--- config.mk ---
export PLATFORM = sky130hd
export DESIGN_NAME = fixed_integrate_dump_flat
export DESIGN_NICKNAME = d
export VERILOG_FILES = /design/src/rtl/fixed_integrate_dump_pkg.sv /design/src/rtl/fixed_integrate_dump_if.sv /design/src/rtl/fixed_integrate_dump_saturator.sv /design/src/rtl/fixed_integrate_dump.sv /design/src/flat_wrapper.sv
export SDC_FILE = /design/constraint.sdc
export NUM_CORES = 1
export LEC_CHECK = 0
export ABC_AREA = 1
export BUFFER_PORTS_ARGS = -buffer_cell sky130_fd_sc_hd__buf_2
export CORE_ASPECT_RATIO = 0.6
export CORE_UTILIZATION = 31
export CTS_BUF_LIST = sky130_fd_sc_hd__clkbuf_4
export DETAILED_ROUTE_END_ITERATION = 7
export GPL_ROUTABILITY_DRIVEN = 0
export SETUP_SLACK_MARGIN = 0.2
export SYNTH_ARGS = -nofsm -noshare
export SYNTH_HDL_FRONTEND = slang
export SYNTH_SLANG_ARGS = --single-unit
--- constraint.sdc ---
create_clock -name clk -period 3.6 [get_ports clk]
set_clock_uncertainty 0.1 [all_clocks]
set_input_delay 0.72 -clock clk [delete_from_list [all_inputs] [get_ports clk]]
set_output_delay 0.72 -clock clk [all_outputs]
set_load 0.1 [all_outputs]
--- src/rtl/fixed_integrate_dump_pkg.sv ---
// Shared fixed-point helpers: sign representation, width extension and
// saturation limits used by the integrate-and-dump datapath.
package fixed_integrate_dump_pkg;

  typedef enum logic {REP_SIGNED, REP_UNSIGNED} signrep_t;

  localparam int MAXW = 64;

  typedef struct packed {
    logic [MAXW-1:0] max;
    logic [MAXW-1:0] min;
  } sat_limits_t;

  // Extends the low w bits of x to MAXW bits; callers keep w below MAXW.
  function automatic logic [MAXW-1:0] ext(input logic [MAXW-1:0] x, input int w,
                                          input signrep_t rep);
    logic [MAXW-1:0] mask;
    logic            sign;
    mask = (64'(1) << w) - 1;
    sign = |(x & (64'(1) << (w - 1)));
    return (x & mask) | (((rep == REP_SIGNED) && sign) ? ~mask : '0);
  endfunction

  function automatic sat_limits_t sat_limits(input int w, input signrep_t rep);
    sat_limits_t lim;
    if (rep == REP_SIGNED) begin
      lim.max = (64'(1) << (w - 1)) - 1;
      lim.min = ~lim.max;
    end else begin
      lim.max = (64'(1) << w) - 1;
      lim.min = '0;
    end
    return lim;
  endfunction

endpackage

--- src/rtl/fixed_integrate_dump_if.sv ---
// Sample-in / sum-out bus of the integrate-and-dump stage.
interface fixed_integrate_dump_if #(
  parameter int IWIDTH = 16,
  parameter int OWIDTH = 18
);

  logic              i_valid;
  logic              i_sync;
  logic [IWIDTH-1:0] i_data;
  logic              o_valid;
  logic [OWIDTH-1:0] o_data;
  logic              o_ovfl;

  modport master (output i_valid, i_sync, i_data, input o_valid, o_data, o_ovfl);
  modport slave  (input i_valid, i_sync, i_data, output o_valid, o_data, o_ovfl);

endinterface

--- src/rtl/fixed_integrate_dump_saturator.sv ---
// Combinational clamp of a wide value into OWIDTH bits, flagging when it clamps.
module fixed_saturator
  import fixed_integrate_dump_pkg::*;
#(
  parameter int    IWIDTH  = 18,
  parameter int    OWIDTH  = 18,
  parameter string SIGNREP = "SIGNED"
) (
  input  logic [IWIDTH-1:0] value,
  output logic [OWIDTH-1:0] result,
  output logic              ovfl
);

  localparam signrep_t    REP = (SIGNREP == "UNSIGNED") ? REP_UNSIGNED : REP_SIGNED;
  localparam sat_limits_t LIM = sat_limits(OWIDTH, REP);

  logic [MAXW-1:0] wide;
  logic            over;
  logic            under;

  // Comparing at full width keeps one code path whether or not OWIDTH can clip.
  always_comb begin
    wide  = ext(MAXW'(value), IWIDTH, REP);
    over  = 1'b0;
    under = 1'b0;
    if (REP == REP_SIGNED) begin
      over  = $signed(wide) > $signed(LIM.max);
      under = $signed(wide) < $signed(LIM.min);
    end else begin
      over  = wide > LIM.max;
    end
    if (over)       result = LIM.max[OWIDTH-1:0];
    else if (under) result = LIM.min[OWIDTH-1:0];
    else            result = wide[OWIDTH-1:0];
    ovfl = over | under;
  end

endmodule

--- src/rtl/fixed_integrate_dump.sv ---
// Integrate-and-dump decimator: sums LENGTH accepted samples per frame and
// emits one registered, optionally saturated sum per frame.
module fixed_integrate_dump
  import fixed_integrate_dump_pkg::*;
#(
  parameter int    IWIDTH  = 16,
  parameter int    LENGTH  = 4,
  parameter int    OWIDTH  = 18,
  parameter string SIGNREP = "SIGNED"
) (
  input  logic                 clk,
  input  logic                 rst,
  input  logic                 clkena,
  fixed_integrate_dump_if.slave bus
);

  localparam int          GWIDTH = IWIDTH + $clog2(LENGTH);
  localparam int          CWIDTH = (LENGTH > 1) ? $clog2(LENGTH) : 1;
  localparam signrep_t    REP    = (SIGNREP == "UNSIGNED") ? REP_UNSIGNED : REP_SIGNED;
  localparam logic [CWIDTH-1:0] LAST = CWIDTH'(LENGTH - 1);

  logic [GWIDTH-1:0] acc;
  logic [GWIDTH-1:0] sample;
  logic [GWIDTH-1:0] sum;
  logic [CWIDTH-1:0] cnt;
  logic              last;
  logic [OWIDTH-1:0] sat_data;
  logic              sat_ovfl;

  // A sync sample restarts the frame, so it also starts the sum from zero.
  always_comb begin
    sample = GWIDTH'(ext(MAXW'(bus.i_data), IWIDTH, REP));
    sum    = (bus.i_sync ? '0 : acc) + sample;
    last   = bus.i_sync ? (LENGTH == 1) : (cnt == LAST);
  end

  fixed_saturator #(
    .IWIDTH (GWIDTH),
    .OWIDTH (OWIDTH),
    .SIGNREP(SIGNREP)
  ) u_sat (
    .value (sum),
    .result(sat_data),
    .ovfl  (sat_ovfl)
  );

  always_ff @(posedge clk) begin
    if (rst) begin
      acc         <= '0;
      cnt         <= '0;
      bus.o_valid <= 1'b0;
      bus.o_data  <= '0;
      bus.o_ovfl  <= 1'b0;
    end else if (clkena) begin
      bus.o_valid <= 1'b0;
      if (bus.i_valid) begin
        if (last) begin
          acc         <= '0;
          cnt         <= '0;
          bus.o_valid <= 1'b1;
          bus.o_data  <= sat_data;
          bus.o_ovfl  <= sat_ovfl;
        end else if (bus.i_sync) begin
          acc <= sample;
          cnt <= CWIDTH'(1);
        end else begin
          acc <= sum;
          cnt <= cnt + 1'b1;
        end
      end
    end
  end

endmodule
--- src/flat_wrapper.sv ---
// flat-port wrapper written by rule: the top's interface ports become plain ports
module fixed_integrate_dump_flat import fixed_integrate_dump_pkg::*;
#(
  parameter int    IWIDTH  = 16,
  parameter int    LENGTH  = 4,
  parameter int    OWIDTH  = 18,
  parameter string SIGNREP = "      "
)
  (clk, rst, clkena, bus_i_valid, bus_i_sync, bus_i_data, bus_o_valid, bus_o_data, bus_o_ovfl);
  fixed_integrate_dump_if #(.IWIDTH(IWIDTH), .OWIDTH(OWIDTH)) bus_i ();
  input  logic clk;
  input  logic rst;
  input  logic clkena;
  input wire logic [$bits(bus_i.i_valid)-1:0] bus_i_valid;
  input wire logic [$bits(bus_i.i_sync)-1:0] bus_i_sync;
  input wire logic [$bits(bus_i.i_data)-1:0] bus_i_data;
  output wire logic [$bits(bus_i.o_valid)-1:0] bus_o_valid;
  output wire logic [$bits(bus_i.o_data)-1:0] bus_o_data;
  output wire logic [$bits(bus_i.o_ovfl)-1:0] bus_o_ovfl;
  assign bus_i.i_valid = bus_i_valid;
  assign bus_i.i_sync = bus_i_sync;
  assign bus_i.i_data = bus_i_data;
  assign bus_o_valid = bus_i.o_valid;
  assign bus_o_data = bus_i.o_data;
  assign bus_o_ovfl = bus_i.o_ovfl;
  fixed_integrate_dump #(.IWIDTH(IWIDTH), .LENGTH(LENGTH), .OWIDTH(OWIDTH), .SIGNREP(SIGNREP)) u_core (.clk(clk), .rst(rst), .clkena(clkena), .bus(bus_i));
endmodule
==> metrics.txt <==
# TYPE chip_impl_metric gauge
chip_impl_metric{name="netSwitchingPower",unit="µW"} 295
chip_impl_metric{name="floorplan.die.width",unit="µm"} 124
chip_impl_metric{name="clock_tree.htree_level_count",unit=""} 2
chip_impl_metric{name="synth_seq_cells",unit=""} 40
chip_impl_metric{name="synth_cell_types",unit=""} 28
chip_impl_metric{name="cap_violations",unit=""} 0
chip_impl_metric{name="fp.dieH",unit="µm"} 74.9
chip_impl_metric{name="post_syn_area",unit="mm²"} 0.00275
chip_impl_metric{name="timing.max_slew.rel_slack",unit="%"} 55.6
chip_impl_info{name="layout.cells.most_common_list",value="nand2_1 (106), inv_1 (65), nor2_1 (59)"} 1
chip_impl_metric{name="antenna_diode_count",unit=""} 0
chip_impl_metric{name="power_density",unit="mW/mm²"} 285
chip_impl_metric{name="drt_first_iter_violations",unit=""} 185
chip_impl_info{name="clk_root_buffer_cell",value="clkbuf_4"} 1
chip_impl_metric{name="ys_warn_count",unit=""} 0
chip_impl_metric{name="floorplan.die_area",unit="mm²"} 0.00926
chip_impl_metric{name="setup_violations",unit=""} 0
chip_impl_metric{name="post-route-min-period",unit="ps"} 2580
chip_impl_metric{name="cts_setup_buffers",unit=""} 0
chip_impl_metric{name="dpl-instance-area",unit="mm²"} 0.00307
chip_impl_metric{name="post_drt_wl_per_cell",unit="µm"} 12.6
chip_impl_metric{name="drtPass1Iterations",unit=""} 4
chip_impl_metric{name="timing.fmax",unit="MHz"} 388
chip_impl_metric{name="synth.net_count",unit=""} 471
chip_impl_metric{name="postCtsResizedCells",unit=""} 0
chip_impl_info{name="critPathLaunch",value="bus_i_sync"} 1
chip_impl_metric{name="antenna_left",unit=""} 0
chip_impl_info{name="hp-start",value="u_core.bus.o_ovfl"} 1
chip_impl_metric{name="layout_worst_path_cycle_share",unit="%"} 71.7
chip_impl_metric{name="detailedPlace.worstSlack",unit="ps"} 655
chip_impl_metric{name="synthCells",unit=""} 431
chip_impl_metric{name="num_rows",unit=""} 26
chip_impl_info{name="crit_path_start_kind",value="input pin"} 1
chip_impl_metric{name="synth_edf_count",unit=""} 0
chip_impl_info{name="yosys.area.top_type",value="dfxtp_1"} 1
chip_impl_metric{name="clock_tree.buffer_depth",unit=""} 2
chip_impl_metric{name="detailed_place_hpwl",unit="µm"} 5460
chip_impl_metric{name="drt-total-wl",unit="µm"} 7350
chip_impl_info{name="status",value="complete, no violations"} 1
chip_impl_metric{name="ys_seq_area_share",unit="%"} 29.1
chip_impl_metric{name="grt_pass1_wl",unit="µm"} 12100
chip_impl_metric{name="cts_inserted_buffers",unit=""} 5
chip_impl_metric{name="num_vias",unit=""} 2773
chip_impl_metric{name="swShare",unit="%"} 33.2
chip_impl_metric{name="clkTransAtPathRegs",unit="ps"} 120
chip_impl_metric{name="sequential_area",unit="µm²"} 801
chip_impl_metric{name="clkSinkCount",unit=""} 40
chip_impl_metric{name="io_buffers",unit=""} 40
chip_impl_metric{name="clkLatencyLatePin",unit="ps"} 370
chip_impl_metric{name="top_level_ports",unit=""} 41
chip_impl_metric{name="seqPwrFrac",unit="%"} 52.0
chip_impl_metric{name="multi_input_comb_area",unit="mm²"} 0.00163
chip_impl_metric{name="power_frac_clock",unit="%"} 26.5
chip_impl_metric{name="timing.critical_path.required",unit="ps"} 3760
chip_impl_metric{name="layout_setup_ws",unit="ps"} 1020
chip_impl_metric{name="grt_start_max_net_pins",unit=""} 34
chip_impl_metric{name="hold_buffers_post_cts",unit=""} 0
chip_impl_metric{name="final-max-slew-violation-count",unit=""} 0
chip_impl_metric{name="globalRouteTotalUtil",unit="%"} 17.3
chip_impl_metric{name="initial_utilization",unit="%"} 32.1
chip_impl_metric{name="comb_power_share",unit="%"} 21.6
chip_impl_metric{name="num-fill-cells",unit=""} 953
chip_impl_info{name="rsz0062_at_grt",value="no"} 1
chip_impl_metric{name="pint",unit="µW"} 593
chip_impl_metric{name="ir_worst_vdd",unit="µV"} 131
chip_impl_metric{name="first_global_vias",unit=""} 2497
chip_impl_metric{name="final_hold_viol_count",unit=""} 0
chip_impl_info{name="critical_path.reg2reg.startpoint",value="u_core.acc[0]"} 1
chip_impl_metric{name="synth.avg_cell_area",unit="µm²"} 6.38
chip_impl_info{name="layout_commonest_cell",value="nand2_1"} 1
chip_impl_metric{name="synth_top_area_share",unit="%"} 29.1
chip_impl_metric{name="stdcell_area",unit="mm²"} 0.00312
chip_impl_info{name="tritoncts",value="built"} 1
chip_impl_info{name="synth.area.top_cells",value="dfxtp_1 (29%), nand2_1 (14%), inv_1 (8.9%), ha_1 (8.2%), nor2_1 (8.1%)"} 1
chip_impl_metric{name="antenna_found_initial",unit=""} 0
chip_impl_metric{name="timing_worst_slew_pin_value",unit="ps"} 665
chip_impl_metric{name="drc",unit=""} 0
chip_impl_metric{name="cp.arrival",unit="ps"} 2740
chip_impl_metric{name="setup_tns",unit="ps"} 0
chip_impl_metric{name="post_drt_via_cell_ratio",unit=""} 4.76
chip_impl_metric{name="async_reset_ff_share",unit="%"} 0
chip_impl_metric{name="drive_gt1_share",unit="%"} 16.4
chip_impl_metric{name="reported_leakage_power",unit="nW"} 1.65
chip_impl_metric{name="critical_path_peak_fanout",unit=""} 22
chip_impl_info{name="criticalPathCategory",value="in -> reg"} 1
chip_impl_info{name="min-delay-path-class",value="reg -> reg"} 1
chip_impl_info{name="synthFlopType",value="dfxtp_1"} 1
chip_impl_metric{name="design_power_total",unit="µW"} 888
chip_impl_metric{name="remaining_global_route_overflow",unit=""} 0
chip_impl_info{name="worstSetupEndpointType",value="flop"} 1
chip_impl_metric{name="areaGrowthSynthToFinish",unit="%"} 13.5
chip_impl_metric{name="placeableCoreArea",unit="mm²"} 0.00856
chip_impl_metric{name="nNetsFinal",unit=""} 509
==> synth_stat cells, types with 7 or more instances <==
library cell    n
nand2_1       106
inv_1          65
nor2_1         59
dfxtp_1        40
a21oi_1        28
nand3_1        27
ha_1           18
o211ai_1       16
o21ai_0        15
clkbuf_1        9
a21oi_2         7
nand2_2         7
==> registers in the layout (all words and copies together) (netlist names) <==
signal and count:
u_core.bus.o_ovfl 1, u_core.acc 18, u_core.cnt 2, u_core.bus.o_valid 1, u_core.bus.o_data 18
==> worst max-delay path, stage by stage <==
cell and delay, ps:
buf_2 250, nor2_1 150, ha_1 210, inv_1 80, fa_1 430, o21ai_2 280, nand2_1 110, nand2_2 110
nand2_2 60, nand3_1 110, nand3_1 90, nand2_1 90, a21oi_2 50
==> metal layers <==
layer	part of all wire (%)	track usage, %
met5	0	0
met4	0.68	3.61
met3	8.1	3.79
met2	36	23.8
met1	56	27.0
==> path summary, 6_finish.rpt <==
| kind | slack [ps] | endpoint | cells after the start |
|---|---|---|---|
| max | 1020 | u_core.acc[16] | 13 |
| min | 350 | u_core.bus.o_ovfl | 2 |
| max reg2reg | 1310 | u_core.acc[16] | 13 |
| min reg2reg | 350 | u_core.bus.o_ovfl | 2 |
==> layout make-up <==
class	count	area share, %
tap	112	4.49
multi-input combinational	308	52.3
inverter	69	8.30
clock inverter	3	0.441
sequential	40	25.7
clock buffer	5	1.20
timing repair buffer	45	7.62
==> power by group through the flow <==
| stage | clock network [mW] | registers, mW | logic, mW |
|---|---|---|---|
| 2_1_floorplan | 0 | 0.471 | 0.136 |
| 3_3_place_gp | 0 | 0.471 | 0.187 |
| 3_5_place_dp | 0 | 0.471 | 0.189 |
| 4_1_cts | 0.247 | 0.462 | 0.191 |
| 5_1_grt | 0.261 | 0.463 | 0.217 |
| 6_report | 0.235 | 0.462 | 0.192 |
==> metrics by stage <==
stage,utilization [%],hold WS [ps],std cells
floorplan,-,345,431
global placement,35.9,331,574
detailed placement,35.9,336,574
CTS,36.5,355,582
global route,36.5,381,582
finish,36.5,351,582
==> logic make-up after synthesis <==
group,after synthesis,synth area share (%)
XOR/XNOR,9,2.87
AND/OR/NAND/NOR,208,31.5
adder cells (fa/ha/maj),19,8.92
AO/OA/AOI/OAI,72,16.1
flip-flops,40,29.1
buffers and inverters,83,11.5
(Power assumes the default switching activity.)
